<file path="src/rtl/fetch_stage.sv">
// Instruction fetch stage: PC register with redirect/stall handling and the IF/ID pipeline register.
// Also keeps a sticky misaligned-target flag and a count of instructions handed to decode.
module fetch_stage #(
   parameter int ADDR_SIZE = 32,
   parameter int MEM_WIDTH = 32,
   parameter logic [ADDR_SIZE-1:0] RESET_PC = 32'h0000_0000
) (
   input  logic                 clk,
   input  logic                 rst,
   input  logic                 stall,
   input  logic                 flush,
   input  logic [1:0]           pc_src,
   input  logic [ADDR_SIZE-1:0] branch_target,
   input  logic [ADDR_SIZE-1:0] jump_target,
   output logic [ADDR_SIZE-1:0] Instruction_addr,
   input  logic [MEM_WIDTH-1:0] Instruction_Data,
   output logic [MEM_WIDTH-1:0] IF_ID_Instruction,
   output logic [ADDR_SIZE-1:0] IF_ID_PC_plus4,
   output logic                 IF_ID_valid,
   output logic                 align_err,
   output logic [31:0]          fetch_count
);

   logic [ADDR_SIZE-1:0] pc;
   logic [ADDR_SIZE-1:0] pc_plus4;
   logic [ADDR_SIZE-1:0] target;
   logic                 redirect;
   logic                 misaligned;
   logic                 load_if_id;

   // pc_src 11 deliberately falls through to sequential fetch, like 00.
   always_comb begin
      redirect   = (pc_src == 2'b01) || (pc_src == 2'b10);
      target     = (pc_src == 2'b01) ? branch_target : jump_target;
      misaligned = redirect && (target[1:0] != 2'b00);
      pc_plus4   = pc + ADDR_SIZE'(4);
      load_if_id = !flush && !stall;
   end

   assign Instruction_addr = pc;

   // A redirect overrides stall so a taken branch is never lost behind a hazard hold.
   always_ff @(posedge clk or posedge rst) begin
      if (rst) begin
         pc <= RESET_PC;
      end else if (redirect) begin
         pc <= {target[ADDR_SIZE-1:2], 2'b00};
      end else if (!stall) begin
         pc <= pc_plus4;
      end
   end

   always_ff @(posedge clk or posedge rst) begin
      if (rst) begin
         IF_ID_Instruction <= '0;
         IF_ID_PC_plus4    <= '0;
         IF_ID_valid       <= 1'b0;
      end else if (flush) begin
         IF_ID_Instruction <= '0;
         IF_ID_PC_plus4    <= '0;
         IF_ID_valid       <= 1'b0;
      end else if (!stall) begin
         IF_ID_Instruction <= Instruction_Data;
         IF_ID_PC_plus4    <= pc_plus4;
         IF_ID_valid       <= 1'b1;
      end
   end

   always_ff @(posedge clk or posedge rst) begin
      if (rst) begin
         align_err   <= 1'b0;
         fetch_count <= '0;
      end else begin
         if (misaligned) begin
            align_err <= 1'b1;
         end
         if (load_if_id) begin
            fetch_count <= fetch_count + 32'd1;
         end
      end
   end

endmodule

</file>
<file path="config.mk">
export PLATFORM = sky130hd
export DESIGN_NAME = fetch_stage
export DESIGN_NICKNAME = d
export VERILOG_FILES = /design/src/rtl/fetch_stage.sv
export SDC_FILE = /design/constraint.sdc
export NUM_CORES = 1
export LEC_CHECK = 0
export CORE_ASPECT_RATIO = 1.5
export CORE_UTILIZATION = 41
export DETAILED_ROUTE_END_ITERATION = 8
export PLACE_DENSITY_LB_ADDON = 0.2
export SLEW_MARGIN = 20
export SYNTH_ARGS = -nofsm -noshare
export SYNTH_HDL_FRONTEND = slang
export SYNTH_SLANG_ARGS = --single-unit
</file>
<file path="constraint.sdc">
create_clock -name clk -period 4.3 [get_ports clk]
set_clock_uncertainty 0.05 [all_clocks]
set_input_delay 0.86 -clock clk [delete_from_list [all_inputs] [get_ports clk]]
set_output_delay 0.86 -clock clk [all_outputs]
set_load 0.02 [all_outputs]
</file>
### Word-level counts from Yosys, hierarchy flattened

Cells that the tools add are included.
Widths: inputs -> output; s select.

* word-level logic and storage cells: 26
* register bits after elaboration: 130

* add/sub/neg operators: 2
* reductions and logical operators: 6
* mux-type cells: 8
* eq/ne operators: 4

Operators with widths (count)
* $mux 32: 6
* $add 32x1->32 const B: 1
* $add 32x3->32 const B: 1
* $ne 2x1->1 const B: 2
* $eq 2x1->1 const B: 1
* $eq 2x2->1 const B: 1
* $logic_and 1x1->1: 2
* $logic_not 1->1: 2
* $mux 1: 2
* $reduce_bool 2->1: 1
* $logic_or 1x1->1: 1

### Longest topological paths before layout

Gate-level depths: netlist (run 1).

* depth after elaboration: 4
* mapped depth: 6
* gate-level depth less buffers: 5

### Least setup slack after synthesis (run 1)

Ideal clock, no wire load.

* path kind: reg2reg
* from: register pc[6], in the netlist Instruction_addr[6]
* to: register IF_ID_PC_plus4[27]
* path slack: 1.986 ns
* stages on the path, launching flop included: 7
* arrival: 2.142 ns
* path buffers: 2
* cell sequence: dfrtp_1 > buf_2 > nand4_2 > or4_1 > buf_2 > or4b_1 > o2111a_1

* cells in the longest elaborated chain, start to end: 3

RTL lines
* start: declaration: line 24 `logic [ADDR_SIZE-1:0] pc;`
* start signal: assignment: line 47 `pc <= {target[ADDR_SIZE-1:2], 2'b00};`
* start signal: assignment: line 49 `pc <= pc_plus4;`
* $add 32x3->32: line 36 `pc_plus4 = pc + ADDR_SIZE'(4);`
* $mux 32: line 62 `end else if (!stall) begin`
* $mux 32: line 58 `end else if (flush) begin`
* end signal: assignment: line 64 `IF_ID_PC_plus4 <= pc_plus4;`
* end: declaration: line 18 `output logic [ADDR_SIZE-1:0] IF_ID_PC_plus4,`

Every way passes these cells. The select of a mux whose other input is x is not followed.
A chain may end at the register's enable or synchronous reset.

### Final worst setup path (run 1)

* from: register pc[3], in the netlist Instruction_addr[3]
* to: register IF_ID_PC_plus4[22]

Same word-level chain as after synthesis.

==> results.md, run 1 <==
- Outcome: finished clean
- Placer Congestion: approximately 0.85
- Vias: roughly 6200
- CP max stage cell: or3_1
- Reg-to-reg slack, setup: 1.47 ns
- Core Region: about 16000 um^2
- CP Depth: 5
- Final wirelength: around 20000 um
- Max Cap Viol: 0
- Post-route minimum period: roughly 2.8 ns
- Arr. time, crit path: ~3 ns
- Post-synth top cells: dfrtp_1, nor2_1, a211oi_1, clkbuf_1, mux2i_1
- Overflow after GRT: 0
- Antenna violations before repair: 0
- Cell Rows: 56
- Post-synth ARST share: 100.0%
- EDFF count, synth: 0
- Met3 usage: under 10%
- Die boundary width: 105.9 um
- Cell leakage power: between 0.003 and 0.004 uW
- Wire per inst: roughly 19 um
- Hold Startpoint: align_err
- YS warnings: 0
- Worst VDD drop: roughly 0.00026 V
- Reg2reg path depth: 5
- Crit-path cells: ha_1 -> nand3_2 -> or3_1 -> or4_1 -> a311oi_1
- Crit Reg-Reg Startpoint: Instruction_addr[3]
- CTS Buf Count: 17
- Crit path to: IF_ID_PC_plus4[22]
- Sequential-to-total area share from yosys stat: about 48%
- Clock Sinks: between 100 and 150
- Fmax: around 0.35 GHz
- Initial core utilization: between 40% and 50%
- Most Crowded Layer GR: met2
- Max FO, Critical Path: 16
- I/O Pins: ~230
- DRT antenna net count: 0
- CP Class: reg2reg
- Area added between synthesis and finish: 45.20%
- TritonRoute pass-1 iters: 5
- Die span in y: roughly 160 um
- Share of the synthesized area in the top cell type: roughly 48%
- Post-DP HPWL: roughly 14000 um
- Die area: between 15000 and 20000 um^2
- Post-route DRC: 0
- Register bit total from synthesis: roughly 130
- Synth Flop Type: dfrtp_1
- Buf/Inv on CP: 0
- First-pass GRT wire length: between 30000 and 40000 um
- Post-Syn Area per Cell: a little under 10 um^2
- M2 GR Usage: ~43%
- CTS Buffer Depth: 2
- Count leader, synth: dfrtp_1
- Nets: roughly 980
- Vias in the first global route: between 6000 and 7000
- CP Data Required Time: approximately 4.6 ns
- Worst hold-check path type: reg2reg
- Clock Tree Root: clkbuf_16
- Netlist Area Pre-Place: between 6000 and 7000 um^2
- Via/cell ratio: 5.647
- GRT Resource Usage Total: between 20% and 30%
- CP startpoint: Instruction_addr[3]
- Fin. Hold Viols: 0
- Final setup fails: 0
- Worst-Margin Slew: a little over 1 ns
- Post-route setup TNS: 0 ns
- Synth top area cells: dfrtp_1, mux2i_1, a211oi_1
- PwrDens: between 400 and 500 nW/um^2
- Post-CTS setup buffer count: 0
- Met1 usage: between 20% and 30%
- Post-synth top area cell: dfrtp_1
- Fin crit share: 65.89%
- Final core utilization: about three fifths
- Post-CTS sizing: 0
- Max-slew violation count: 0
- Distinct cells, synth: 52
- PortBufs: 229
- DRT iter0 DRCs: between 200 and 250
- Reg2Reg Capture Point: IF_ID_PC_plus4[22]
- Crit path largest cell delay: 0.70 ns
- RSZ-0062 raised after global routing: false
- Mapped Cells: 671
- Startpoint types: flop
- Largest net degree at the start of global routing: 79
- Cts hold-fix bufs: 0
- TritonCTS clock tree: built
- Max_slew headroom: 30.54%
- Worst-Skew Late Latency: slightly above 0.4 ns
- Clock-pin slew on the worst setup and hold paths: roughly 0.060 ns
- Ant diodes: 0
- Layout cells sized above 1: just over 6%
- Crit end category: flop
- Htree depth: 4
- CP top delay family: simple AND/OR/NAND/NOR gates
## where the power goes
part           leakage (uW)  internal, uW  switching (uW)  total (uW)
sequential          0.00162          1320             189        1500
clock              0.000272           876             572        1450
combinational       0.00201           454             474         928
total               0.00390          2640            1240        3880
## how the worst min path moves through the flow
stage	endpoint	cells past startpoint	slack [ns]
after floorplan	fetch_count[31]	1	0.53
after global placement	fetch_count[31]	1	0.41
after detailed placement	align_err	1	0.42
after CTS	align_err	1	0.43
after global routing	IF_ID_valid	1	0.44
final	align_err	1	0.42
## routing by layer
layer / vias to the layer above / routed length (um)
met5: - / 0
met2: 238 / 10530
li1: 2847 / -
met3: 40 / 1410
met4: 0 / 594
met1: 3030 / 7680
## per-stage QoR
step / total power [uW] / setup WS, ns / cells / hold WS [ns] / cell area (um^2)
final: 3881 / 1.467 / 1090 / 0.4238 / 9634
after floorplan: 1972 / 0.005713 / 672 / 0.5277 / 6639
after CTS: 3905 / 1.483 / 1090 / 0.4312 / 9624
after global routing: 4047 / 1.269 / 1090 / 0.4374 / 9634
after global placement: 2425 / 1.215 / 1058 / 0.4059 / 9027
after detailed placement: 2445 / 1.158 / 1058 / 0.4170 / 9027
## layout make-up
class | count | area [um^2]
clock buffers | 18 | 439.2
clock inverters | 14 | 157.7
fillers | 1371 | 6061
inverters | 15 | 58.81
multi-input cells | 477 | 3197
flip-flops and latches | 127 | 3178
well taps | 203 | 254.0
repair buffers | 236 | 2350
## state kept, by name (all words and copies together) (netlist names)
signal	flops
align_err	1
IF_ID_PC_plus4	31
Instruction_addr	30
IF_ID_Instruction	32
fetch_count	32
IF_ID_valid	1
## cell usage in the layout, fill, tap and decap left out, types with 3 or more instances in the layout
cell and n:
dfrtp_1 127, a211oi_1 41, a21oi_1 21, or3_1 12
or4b_1 3, inv_6 3, xnor2_1 30, clkdlybuf4s50_1 227
nor4_1 16, a311oi_1 4, nand2_1 33, a31oi_1 15
o31ai_1 5, clkbuf_16 17, nand3_1 17, o21ai_0 20
and3_1 7, or4_1 9, buf_4 7, inv_1 14
nand3b_1 5, nand4_1 17, a2111oi_0 3, xor2_1 25
clkinv_4 3, and4_1 12, or2_2 3, o2111a_1 4
a221oi_1 4, mux2i_1 34, clkinvlp_4 6, nor2_1 59
nor3_1 20, nor2b_1 28
## cells by family (layout without fill, tap and decap cells)
family | count (synthesis) | in the layout | synth area share (%)
buffers and inverters | 68 | 283 | 4.167
other | 1 | 2 | 0.05652
multiplexers | 35 | 35 | 5.299
AND/OR/NAND/NOR | 255 | 255 | 21.59
flip-flops | 127 | 127 | 47.90
XOR/XNOR | 55 | 55 | 7.260
AO/OA/AOI/OAI | 127 | 127 | 13.16
adder cells (fa/ha/maj) | 3 | 3 | 0.5658
Note: power is estimated with default switching activity, not from simulation.
==> inputs of run 2 (changes only) <==
--- a/config.mk
+++ b/config.mk
@@ -6,7 +6,7 @@
 export NUM_CORES = 1
 export LEC_CHECK = 0
 export CORE_ASPECT_RATIO = 1.5
-export CORE_UTILIZATION = 41
+export CORE_UTILIZATION = 46
 export DETAILED_ROUTE_END_ITERATION = 8
 export PLACE_DENSITY_LB_ADDON = 0.2
 export SLEW_MARGIN = 20
==> constraint.sdc (replaced) <==
create_clock -name clk -period 2.8 [get_ports clk]
set_clock_uncertainty 0.05 [all_clocks]
set_input_delay 0.56 -clock clk [delete_from_list [all_inputs] [get_ports clk]]
set_output_delay 0.56 -clock clk [all_outputs]
set_load 0.02 [all_outputs]
==> results.md, run 2 (synthesis gave the netlist of run 1 again) <==
- Outcome: finished clean
- Ant diodes: 0
- Nets: roughly 1000
- Clock Sinks: between 100 and 150
- Final setup fails: 0
- M2 GR Usage: between 40% and 50%
- Initial core utilization: a little under half
- Reg2reg path depth: 4
- Die span in y: roughly 150 um
- Die area: between 10000 and 15000 um^2
- Crit Reg-Reg Startpoint: Instruction_addr[7]
- Pint: roughly 4100 uW
- Wire per inst: between 15 and 20 um
- Finished Cell Area: approximately 9800 um^2
- Commonest non-fill, non-tap cell in the layout: clkdlybuf4s50_1
- Largest net degree at the start of global routing: 50
- Post-CTS setup buffer count: 0
- Htree depth: 4
- Layout cells sized above 1: 7.965%
- Reg2Reg Capture Point: IF_ID_PC_plus4[27]
- DRT iter0 DRCs: 242
- Final core utilization: between 60% and 70%
- Comb power frac: 24.9%
- Fmax: 0.4178 GHz
- Cell leakage power: 0.004005 uW
- Reg-to-reg slack, setup: approximately 0.41 ns
- Clock power share: a little under two fifths
- PwrDens: roughly 610 nW/um^2
- GRT Resource Usage Total: 27.03%
- Vias: about 6000
- TritonRoute pass-1 iters: 5
- CP Class: reg2reg
- Max_slew headroom: 60.13%
- Area added between synthesis and finish: 47.44%
- Net Switching: between 1500 and 2000 uW
- Vias in the first global route: 6188
- CTS Buf Count: 17
- Overflow after GRT: 0
- Via/cell ratio: between 5 and 6
- Fin crit share: a little under nine tenths
- Cell depth of the worst min-delay path: 1
- Arr. time, crit path: 2.63 ns
- TritonCTS clock tree: built
- Cts hold-fix bufs: 0
- Met1 usage: 31.99%
- Placer Congestion: between 0.8 and 0.9
- Met3 usage: between 6 and 7%
- Final worst slack: just over 0.4 ns
- CP Data Required Time: 3.04 ns
- Hold path endpoint: align_err
- Post-route DRC: 0
- Final wirelength: approximately 20000 um
- RSZ-0062 raised after global routing: false
- Most Crowded Layer GR: met2
- Worst slack, placed: between 0.3 and 0.4 ns
- Worst hold-check path type: reg2reg
- Antenna violations before repair: 0
- Worst-Margin Slew: between 0.5 and 0.6 ns
- Worst-Skew Late Latency: 0.41 ns
- Post-route setup TNS: 0 ns
- Core Region: between 10000 and 15000 um^2
- Post-DP HPWL: 13960 um
- Fin. Hold Viols: 0
- Post-route minimum period: around 2.4 ns
- Max Cap Viol: 0
- Net Sw Frac: a little under a third
- Post-CTS sizing: 0
- Startpoint types: flop
- Cell Rows: 53
- Max FO, Critical Path: 10
- First-pass GRT wire length: between 30000 and 40000 um
- I/O Pins: roughly 230
- CTS Buffer Depth: 2
- PortBufs: around 230
- Biggest registers after layout: IF_ID_Instruction: 32 flops, fetch_count: 32 flops, IF_ID_PC_plus4: 31 flops
- Dpl cell area: between 9000 and 10000 um^2
- Hold Startpoint: align_err
- Crit end category: flop
- Max-slew violation count: 0
- DRT antenna net count: 0
- Worst VDD drop: ~0.00036 V
- Die boundary width: between 100 and 150 um
- Clock Tree Root: clkbuf_16
- Most frequent cells in the layout: clkdlybuf4s50_1, dfrtp_1, nor2_1
- Sequential share of power: about two fifths
- Clock-pin slew on the worst setup and hold paths: 0.06 ns
==> run 2: changes by cell type in the layout (fill, tap and decap cells not counted), sizes merged <==
cell	delta
inv	+1
buf	+18
clkinvlp	-2
clkinv	+1
clkbuf	-1
==> run 2: final cells by class <==
class	count	area, um^2
timing repair buffer	254	2535
clock inverter	14	157.7
multi-input combinational	477	3187
fill	1121	4275
inverter	15	60.06
sequential	127	3178
tap	192	240.2
clock buffer	17	425.4
==> run 2: worst max path at each step <==
stage,start,endpoint,slack [ns]
after global placement,pc_src[0],Instruction_addr[16],0.41
after floorplan,Instruction_addr[6],IF_ID_PC_plus4[27],0.49
after detailed placement,pc_src[0],Instruction_addr[16],0.39
after global routing,Instruction_addr[7],IF_ID_PC_plus4[27],0.27
final,Instruction_addr[7],IF_ID_PC_plus4[27],0.41
after CTS,Instruction_addr[7],IF_ID_PC_plus4[29],0.42
==> run 2: worst max-delay path, cell delays in order, from the launching register on <==
cell and delay, ns:
dfrtp_1 0.48, nand4_2 0.29, or4_1 0.75, or4b_1 0.56, o2111a_1 0.14
==> run 2: layer usage <==
layer | share of wire (%) | vias to the layer above
li1 | - | 2889
met1 | 38 | 2999
met2 | 52 | 255
met3 | 7.3 | 38
met4 | 2.6 | 0
met5 | 0 | -
==> run 2: metrics by stage <==
step                power, uW  instances  hold slack (ns)
global route             6224       1096           0.4317
CTS                      5996       1096           0.4183
finish                   5967       1096           0.4206
detailed placement       3793       1065           0.4092
floorplan                3028        672           0.5277
global placement         3743       1065           0.4058
==> run 2: power groups by stage <==
stage | clock (uW) | combinational (uW) | sequential (uW)
after floorplan | 0 | 569 | 2460
after global placement | 0 | 1450 | 2300
after detailed placement | 0 | 1480 | 2310
after CTS | 2220 | 1490 | 2290
after global routing | 2310 | 1590 | 2320
final | 2190 | 1480 | 2290
==> inputs of run 3 (changes only) <==
--- a/config.mk
+++ b/config.mk
@@ -7,6 +7,7 @@
 export LEC_CHECK = 0
 export CORE_ASPECT_RATIO = 1.5
 export CORE_UTILIZATION = 46
+export CTS_CLUSTER_DIAMETER = 30
 export DETAILED_ROUTE_END_ITERATION = 8
 export PLACE_DENSITY_LB_ADDON = 0.2
 export SLEW_MARGIN = 20
==> results of run 3 <==
The final DEF is identical to that of run 2; final timing and power are the same.
